--- config.mk ---
export PLATFORM = sky130hd
export DESIGN_NAME = maze_wall_follower
export DESIGN_NICKNAME = d
export VERILOG_FILES = /design/src/rtl/maze_pkg.sv /design/src/rtl/maze_neighbour.sv /design/src/rtl/maze_wall_follower.sv
export SDC_FILE = /design/constraint.sdc
export NUM_CORES = 1
export LEC_CHECK = 0
export CAP_MARGIN = 20
export CORE_AREA = 2 2 356 358
export DETAILED_ROUTE_END_ITERATION = 7
export DIE_AREA = 0 0 358 360
export MAX_ROUTING_LAYER = met4
export SYNTH_ARGS = -nofsm -noshare
export SYNTH_HDL_FRONTEND = slang
export SYNTH_SLANG_ARGS = --single-unit
--- constraint.sdc ---
create_clock -name clk -period 7.72 [get_ports clk]
set_input_delay 0.772 -clock clk [delete_from_list [all_inputs] [get_ports clk]]
set_output_delay 0.772 -clock clk [all_outputs]
set_load 0.05 [all_outputs]
--- src/rtl/maze_pkg.sv ---
// Shared types and direction helpers for the wall-following maze solver.
package maze_pkg;

  typedef enum logic [1:0] {
    DIR_N = 2'd0,
    DIR_E = 2'd1,
    DIR_S = 2'd2,
    DIR_W = 2'd3
  } dir_t;

  typedef enum logic [2:0] {
    ST_IDLE       = 3'd0,
    ST_FIND_ENTRY = 3'd1,
    ST_WALK       = 3'd2,
    ST_DONE       = 3'd3,
    ST_FAIL       = 3'd4
  } state_t;

  function automatic dir_t turn_right(input dir_t d);
    return dir_t'(d + 2'd1);
  endfunction

  function automatic dir_t turn_left(input dir_t d);
    return dir_t'(d - 2'd1);
  endfunction

  function automatic dir_t turn_back(input dir_t d);
    return dir_t'(d + 2'd2);
  endfunction

  function automatic logic signed [1:0] dx(input dir_t d);
    case (d)
      DIR_E:   dx = 2'sb01;
      DIR_W:   dx = 2'sb11;
      default: dx = 2'sb00;
    endcase
  endfunction

  function automatic logic signed [1:0] dy(input dir_t d);
    case (d)
      DIR_S:   dy = 2'sb01;
      DIR_N:   dy = 2'sb11;
      default: dy = 2'sb00;
    endcase
  endfunction

  // Candidate i (0..3) in try order; hand=0 favours right turns, hand=1 left turns.
  function automatic dir_t try_dir(input dir_t h, input logic hand, input logic [1:0] i);
    case (i)
      2'd0:    try_dir = hand ? turn_left(h) : turn_right(h);
      2'd1:    try_dir = h;
      2'd2:    try_dir = hand ? turn_right(h) : turn_left(h);
      default: try_dir = turn_back(h);
    endcase
  endfunction

endpackage

--- src/rtl/maze_neighbour.sv ---
// Combinational open-neighbour lookup; cells outside the maze count as walls.
module maze_neighbour
  import maze_pkg::*;
#(
  parameter int SIZE = 21,
  parameter int N    = $clog2(SIZE)
) (
  input  logic [SIZE-1:0][SIZE-1:0] maze,
  input  logic [N-1:0]              px,
  input  logic [N-1:0]              py,
  output logic [3:0]                open
);

  logic [N:0] nx;
  logic [N:0] ny;

  // One extra bit lets a step to -1 wrap far above SIZE, so a single compare bounds both sides.
  always_comb begin
    open = 4'b0000;
    nx   = '0;
    ny   = '0;
    for (int d = 0; d < 4; d++) begin
      nx = {1'b0, px} + (N+1)'(dx(dir_t'(2'(d))));
      ny = {1'b0, py} + (N+1)'(dy(dir_t'(2'(d))));
      if ((nx < (N+1)'(SIZE)) && (ny < (N+1)'(SIZE))) begin
        open[d] = ~maze[ny[N-1:0]][nx[N-1:0]];
      end else begin
        open[d] = 1'b0;
      end
    end
  end

endmodule

--- src/rtl/maze_wall_follower.sv ---
// Wall-following maze solver: scans row 0 for an entry, then walks one move
// per cycle until the bottom row is reached or the step budget runs out.
module maze_wall_follower
  import maze_pkg::*;
#(
  parameter int SIZE      = 21,
  parameter int N         = $clog2(SIZE),
  parameter int MAX_STEPS = 4*SIZE*SIZE,
  parameter int SW        = $clog2(MAX_STEPS+1)
) (
  input  logic                      clk,
  input  logic                      rst,
  input  logic [SIZE-1:0][SIZE-1:0] maze,
  input  logic                      start,
  input  logic                      hand,
  output logic [N-1:0]              px,
  output logic [N-1:0]              py,
  output logic                      busy,
  output logic                      done,
  output logic                      fail,
  output logic [SW-1:0]             steps,
  output logic [SIZE-1:0][SIZE-1:0] path
);

  localparam logic [N-1:0]  LAST   = N'(SIZE-1);
  localparam logic [SW-1:0] BUDGET = SW'(MAX_STEPS);

  state_t        state;
  state_t        state_next;
  logic [N-1:0]  cnt;
  dir_t          heading;
  logic          hand_l;
  logic [3:0]    open;
  logic          found;
  dir_t          move_dir;
  logic [N-1:0]  nx_move;
  logic [N-1:0]  ny_move;
  logic [SW-1:0] steps_inc;

  maze_neighbour #(.SIZE(SIZE), .N(N)) u_neighbour (
    .maze (maze),
    .px   (px),
    .py   (py),
    .open (open)
  );

  // Pick the first open neighbour in the hand-dependent try order.
  always_comb begin
    found    = 1'b0;
    move_dir = heading;
    for (int i = 0; i < 4; i++) begin
      if (!found && open[try_dir(heading, hand_l, 2'(i))]) begin
        found    = 1'b1;
        move_dir = try_dir(heading, hand_l, 2'(i));
      end else begin
        found    = found;
      end
    end
    nx_move   = px + N'(dx(move_dir));
    ny_move   = py + N'(dy(move_dir));
    steps_inc = steps + SW'(1);
  end

  // State register.
  always_ff @(posedge clk) begin
    if (rst) begin
      state <= ST_IDLE;
    end else begin
      state <= state_next;
    end
  end

  // Next-state decode; reaching the bottom row wins over an exhausted budget.
  always_comb begin
    state_next = state;
    case (state)
      ST_IDLE, ST_DONE, ST_FAIL: begin
        if (start) state_next = ST_FIND_ENTRY;
        else       state_next = state;
      end
      ST_FIND_ENTRY: begin
        if (!maze[0][cnt])     state_next = ST_WALK;
        else if (cnt == LAST)  state_next = ST_FAIL;
        else                   state_next = state;
      end
      ST_WALK: begin
        if (found && (ny_move == LAST)) state_next = ST_DONE;
        else if (steps_inc == BUDGET)   state_next = ST_FAIL;
        else                            state_next = state;
      end
      default: state_next = ST_IDLE;
    endcase
  end

  // Datapath: coordinates, heading, path map, step counter and status flags.
  always_ff @(posedge clk) begin
    if (rst) begin
      px      <= '0;
      py      <= '0;
      cnt     <= '0;
      heading <= DIR_S;
      hand_l  <= 1'b0;
      steps   <= '0;
      path    <= '0;
      busy    <= 1'b0;
      done    <= 1'b0;
      fail    <= 1'b0;
    end else begin
      case (state)
        ST_IDLE, ST_DONE, ST_FAIL: begin
          if (start) begin
            path   <= '0;
            steps  <= '0;
            cnt    <= '0;
            hand_l <= hand;
          end
        end
        ST_FIND_ENTRY: begin
          if (!maze[0][cnt]) begin
            px           <= cnt;
            py           <= '0;
            heading      <= DIR_S;
            path[0][cnt] <= 1'b1;
          end else begin
            cnt <= cnt + N'(1);
          end
        end
        ST_WALK: begin
          steps <= steps_inc;
          if (found) begin
            px                     <= nx_move;
            py                     <= ny_move;
            heading                <= move_dir;
            path[ny_move][nx_move] <= 1'b1;
          end
        end
        default: begin
          cnt <= '0;
        end
      endcase
      busy <= (state_next == ST_FIND_ENTRY) || (state_next == ST_WALK);
      done <= (state_next == ST_DONE);
      fail <= (state_next == ST_FAIL);
    end
  end

endmodule
Word level (Yosys, flattened, before mapping)
Index checks and enable logic that the tools add are counted.
{"block": "word_totals", "reg_bits": 476, "word_cells": 187}
{"block": "classes", "n_addsub": 11, "magnitude_cmp": 22, "n_eq_ne": 18, "mux": 71, "n_bitwise": 7, "reduce_logical": 27}
{"cell": "two-way mux 441 bit", "count": 2}
{"cell": "case mux 420 bit (2 select lines)", "count": 1}
{"cell": "OR 441 bit", "count": 1}
{"cell": "binary-select mux 21 bit (select 5 bit)", "count": 3}
{"cell": "demux 21 bit (select 5 bit)", "count": 1}
{"cell": "two-way mux 21 bit", "count": 5}
{"cell": "case mux 21 bit (3 select lines)", "count": 1}
{"cell": "less-than comparator 5 x 6 -> 1 bit, second input constant", "count": 9}
{"cell": "two-way mux 5 bit", "count": 6}
{"cell": "binary-select mux 1 bit (select 5 bit)", "count": 5}
{"cell": "less-than comparator 6 x 5 -> 1 bit, second input constant", "count": 4}
{"cell": "case mux 11 bit (2 select lines)", "count": 1}
{"cell": "OR 21 bit", "count": 1}
{"cell": "case mux 5 bit (2 select lines)", "count": 2}
{"cell": "two-way mux 1 bit", "count": 19}
{"cell": "two-way mux 2 bit", "count": 8}
{"cell": ">= comparator 5 x 1 -> 1 bit, second input constant", "count": 3}
{"cell": "two-way mux 3 bit", "count": 5}
{"cell": "case mux 5 bit (3 select lines)", "count": 1}
{"cell": "adder 5 x 1 -> 6 bit, second input constant", "count": 2}
{"cell": "adder 5 x 6 -> 6 bit, second input constant", "count": 2}
{"cell": "equality test 3 x 2 -> 1 bit, second input constant", "count": 4}
{"cell": "less-than comparator 2 x 3 -> 1 bit, second input constant", "count": 4}
{"cell": "case mux 2 bit (2 select lines)", "count": 3}
{"cell": "other kinds (30)", "count": 63}

Longest topological paths before layout
{"block": "depth", "depth_word": 31, "mapped_depth": 36, "depth_no_buf": 24}

By module
From an unflattened synthesis, not the netlist that was laid out.
{"block": "unflattened", "cells_unflattened": 3083, "area_unflattened_um2": 29427.0}
{"mod": "maze_wall_follower", "instances": 1, "cells_per_inst": 1953, "area_each_um2": 17618.1}
{"mod": "maze_neighbour", "instances": 1, "cells_per_inst": 1130, "area_each_um2": 11808.8}

Worst setup path after synthesis
Ideal clock, no wire load.
{"block": "synth_timing", "kind": "register to register", "from": "register py[0]", "to": "register path[183] (netlist name)", "setup_time_ns": 0.070, "arrival_time_ns": 7.641, "required_ns": 7.650, "slack_ns": 0.008, "path_stages_with_launch": 35, "n_path_buf": 11, "synth_period_minus_slack_ns": 7.712, "path_cell_list": "dfxtp_1 > buf_6 > buf_6 > buf_4 > buf_4 > clkinv_1 > buf_2 > buf_2 > ha_1 > buf_2 > buf_2 > clkbuf_1 > clkbuf_1 > mux4_2 > nand2_1 > nand4_1 > nand4_1 > nand4_1 > nor4_2 > o2111ai_2 > o31ai_2 > a32oi_1 > o221ai_2 > nand3_4 > clkinv_4 > ha_1 > nor2b_1 > o21ai_0 > nand2b_1 > xnor2_1 > nand3_1 > mux2i_1 > buf_2 > nand3_1 > a21oi_1"}
{"block": "synth_between", "elab_chain_cells": 31}
{"item": "start: declaration", "line_no": "maze_wall_follower.sv:17", "text": "output logic [N-1:0] py,"}
{"item": "start signal: assignment", "line_no": "maze_wall_follower.sv:132", "text": "py <= ny_move;"}
{"item": "adder 5 x 6 -> 6 bit / adder 5 x 1 -> 6 bit (equally long branches)", "line_no": "maze_neighbour.sv:24", "text": "ny = {1'b0, py} + (N+1)'(dy(dir_t'(2'(d))));"}
{"item": "binary-select mux 21 bit (select 5 bit)", "line_no": "maze_neighbour.sv:26", "text": "open[d] = ~maze[ny[N-1:0]][nx[N-1:0]];"}
{"item": "two-way mux 21 bit (not written as such)", "line_no": "maze_neighbour.sv:26"}
{"item": "binary-select mux 1 bit (select 5 bit)", "line_no": "maze_neighbour.sv:26"}
{"item": "two-way mux 1 bit (not written as such)", "line_no": "maze_neighbour.sv:26"}
{"item": "inverter 1 bit", "line_no": "maze_neighbour.sv:26"}
{"item": "two-way mux 1 bit", "line_no": "maze_neighbour.sv:25", "text": "if ((nx < (N+1)'(SIZE)) && (ny < (N+1)'(SIZE))) begin"}
{"item": "binary-select mux 1 bit (select 2 bit)", "line_no": "maze_wall_follower.sv:52", "text": "if (!found && open[try_dir(heading, hand_l, 2'(i))]) begin"}
{"item": "(+15 left out)"}
{"item": "logical AND 1 bit (not written as such)", "line_no": "maze_wall_follower.sv:134", "text": "path[ny_move][nx_move] <= 1'b1;"}
{"item": "two-way mux 1 bit (not written as such)", "line_no": "maze_wall_follower.sv:134"}
{"item": "demux 1 bit (select 5 bit)", "line_no": "maze_wall_follower.sv:134"}
{"item": "two-way mux 21 bit (not written as such)", "line_no": "maze_wall_follower.sv:134"}
{"item": "demux 21 bit (select 5 bit)", "line_no": "maze_wall_follower.sv:134"}
{"item": "OR 441 bit (no source line)"}
{"item": "two-way mux 441 bit", "line_no": "maze_wall_follower.sv:130", "text": "if (found) begin"}
{"item": "case mux 420 bit (2 select lines)", "line_no": "maze_wall_follower.sv:109", "text": "case (state)"}
{"item": "end signal: assignment", "line_no": "maze_wall_follower.sv:112", "text": "path <= '0;"}
{"item": "end signal: indexed assignment", "line_no": "maze_wall_follower.sv:123", "text": "path[0][cnt] <= 1'b1;"}
{"item": "end signal: indexed assignment", "line_no": "maze_wall_follower.sv:134"}
{"item": "end: declaration", "line_no": "maze_wall_follower.sv:22", "text": "output logic [SIZE-1:0][SIZE-1:0] path"}
Several ways; a longest one is shown, not always the timed one. The select of a mux whose other input is x is not followed.
A chain may end at the register's enable or synchronous reset.

Worst setup path after layout
{"block": "layout_timing", "from": "register py[3]", "to": "register path[317] (netlist name)"}
Same word-level chain as after synthesis.

==> flow_summary.toml <==
[status]
run_status = "finished, final reports clean"

[die]
die_height_um = 360
die_x_um = 358
io_pins = 910
start_util_pct = 24.2
rows = 130
die_area_um2 = 129000
core_um2 = 125000

[final_layout]
nNetsFinal = 4487
drive_gt1_share_pct = 15.3
nFillCells = 12800
syn_to_final_growth_pct = 43.2

[min_path]
min_path_type = "flop to flop"

[clocking]
cts_buffer_depth = 3
cts_tree = "built"
cts.sinks = 476
h-tree-depth = 2
holdBufCountCts = 0
path_clk_slew_ps = 70
cts_buffers = 48
cts-root-buf = "clkbuf_16"
insertion_delay_ps = 600

[detailed_routing]
ant_nets = 0
num_vias = 32400
firstDrtPassIters = 6
drc = 0
met2_length_um = 84600
drt_iter0_markers = 3327
routedWlPerCell_um = 29.4
drt-total-wl_um = 169000
route.met3.wl_um = 13200
viasPerCell = 5.64
drt-met1-wl_um = 61600
routed.top_layer = "met4"

[synthesis]
synth.top_cell.area_share_pct = 31.5
yosys_warnings = 0
syn_inst = 3224
ys_top_cells_by_area = "dfxtp_1 (31%), mux4_2 (21%), mux2i_1 (5.3%), nor2_1 (4.2%), nand2_1 (3.4%)"
ys_seq_area_share_pct = 31.5
synth-seq-cells = 476
syn_avg_cell_area_um2 = 9.40
synth-edff-count = 0
syn_nets = 3690
ys_async_sr_fraction_pct = 0
synth_flop_cell = "dfxtp_1"
synth_area_um2 = 30300
synth_top_area_cell = "dfxtp_1"
synth_cell_type_count = 94

[power]
power_density_nw_per_um2 = 211
p_leak_nw = 13.8
vdd_ir_drop_max_mv = 0.244

[global_route]
grt_overflow = 0
antenna_found_initial = 64
grt_max_degree = 229
first_global_vias = 30800
grt_pass1_wl_um = 234000
grt_util_all_layers_pct = 25.7

[setup_path]
crit_fanout = 29
cp_num_buf_inv = 4
arrival_ps = 7850
critPathSlowestCell = "xnor2_1"
max_stage_delay_ps = 960
critPathCaptureType = "flop"
cp.required_ps = 8240
cpMostUsedCell = "buf_4"
startpoint_type = "flop"
path_class = "flop to flop"
cp_top_family = "compound AO/OA/AOI/OAI gates"
cp_cell_sequence = "buf_4, nor3b_1, xnor2_1, nand3_1, a41oi_1, nor4_2, o2111ai_2, a21boi_1, a21boi_1, a221o_1, nand2b_4, inv_2, ha_1, a21o_1, a21oi_1, xnor2_1, or2_2, nor2_1, buf_4, nand3b_1, mux2i_2, buf_4, a31oi_1, nor2_1"

[sta]
setup_viol = 0
worst-slew-pin-transition_ps = 1260
drv_slew = 0
fin_ws_ps = 389
fin_crit_sh_pct = 95.0
fin_worst_skew_ps = 24.4
fmax_ghz = 0.136
relSlewSlack_pct = 16.1
whs_ps = 445
min_period_ps = 7330
hold_viol_final = 0

[place]
post-place-ws_ps = 290
io_buffer_count = 909
dp_hpwl_um = 132000
place.gp.congestion = 0.993

[flow_run]
drv_cap = 0
==> Yosys cell counts, types with 19 or more instances <==
cell type,number
dfxtp_1,476
nor2_1,337
mux4_2,284
nand2_1,278
a21oi_1,178
clkbuf_1,178
o21ai_0,162
mux2i_1,161
a31oi_1,124
nand3_1,87
buf_2,82
nand4_1,81
a41oi_1,66
inv_1,66
a22o_1,48
nor3_1,41
o21ai_1,39
nor4_1,36
o21a_1,36
a22oi_1,33
buf_4,33
o22ai_1,33
buf_1,22
ha_1,19
mux2_2,19
xnor2_1,19
==> cells in the final DEF, fill, tap and decap left out, types with 39 or more instances in the layout <==
master / Yosys / routed
a21oi_1: 178 / 177
a22o_1: 48 / 48
a31oi_1: 124 / 124
a41oi_1: 66 / 66
buf_4: 33 / 141
clkbuf_16: 0 / 49
clkdlybuf4s50_1: 0 / 909
dfxtp_1: 476 / 470
diode_2: 0 / 41
inv_1: 66 / 66
mux2i_1: 161 / 152
mux4_2: 284 / 284
nand2_1: 278 / 278
nand3_1: 87 / 87
nand4_1: 81 / 81
nor2_1: 337 / 328
o21ai_0: 162 / 162
o21ai_1: 39 / 39
==> repair_timing <==
action,in CTS,in global routing
gates resized for setup,0,4
endpoints found under the setup margin,0,394
setup buffers,0,2
==> worst register-to-register path, cell delays in order (launching register included) <==
cell and delay (ps):
dfxtp_2 520, buf_4 580, nor3b_1 250, xnor2_1 960
nand3_1 450, a41oi_1 590, nor4_2 110, o2111ai_2 240
a21boi_1 250, a21boi_1 230, a221o_1 250, nand2b_4 110
inv_2 270, ha_1 300, a21o_1 180, a21oi_1 170
xnor2_1 180, or2_2 400, nor2_1 120, buf_4 200
nand3b_1 110, mux2i_2 180, buf_4 310, a31oi_1 160
nor2_1 150
==> report_power, final <==
group,total (mW),switching (mW),internal (mW),leakage [nW]
Combinational,4.21,2.87,1.33,9.19
Clock,2.45,1.06,1.39,0.796
Sequential,2.50,0.0256,2.47,3.84
==> layer usage <==
metal	vias up	GRT usage, %
met1	16200	28.5
li1	14000	-
met2	1942	43.7
met4	0	13.6
met5	-	-
met3	376	4.49
==> path summary, 6_finish.rpt <==
path / to / cells past startpoint / slack, ps / start
hold reg to reg: path[178] / 2 / 440 / path[178]
setup / recovery: path[317] / 24 / 390 / py[3]
hold / removal: path[178] / 2 / 440 / path[178]
setup reg to reg: path[317] / 24 / 390 / py[3]
==> state kept, by name, summed over array words and instances (netlist names), 2 cells and up <==
register  count
path        441
cnt           5
px            5
state         3
steps        11
heading       2
py            5
==> area by class of cell <==
cell class | instances | area [um^2] | area share (%)
Clock buffer | 62 | 1360 | 3.12
Inverter | 72 | 275 | 0.634
Tap cell | 1650 | 2060 | 4.76
Antenna cell | 41 | 103 | 0.236
Sequential cell | 476 | 9540 | 22.0
Clock inverter | 25 | 275 | 0.634
Timing Repair Buffer | 1071 | 10600 | 24.4
Multi-Input combinational cell | 2352 | 19200 | 44.3
==> stage by stage <==
step,utilization (%),setup TNS (ps),instance area (um^2),power (mW),instances
2_1_floorplan,-,0,30300,4.85,3224
3_3_place_gp,33.3,0,41600,6.70,5619
3_5_place_dp,33.3,0,41600,6.72,5619
4_1_cts,34.6,0,43200,9.16,5706
5_1_grt,34.7,-7.86,43400,9.48,5749
6_report,34.7,0,43400,9.15,5749
==> cell families (layout without fill, tap and decap cells) <==
family	count (synthesis)	after routing	share of synthesized area (%)
simple gates	985	985	15.2
compound gates	843	843	18.1
flops	476	476	31.5
mux	467	467	27.3
buf+inv	396	1230	5.89
xor+xnor	36	36	1.19
fa+ha+maj	21	21	0.917
other cells	0	41	0
Power figures use the tool's default switching activity.
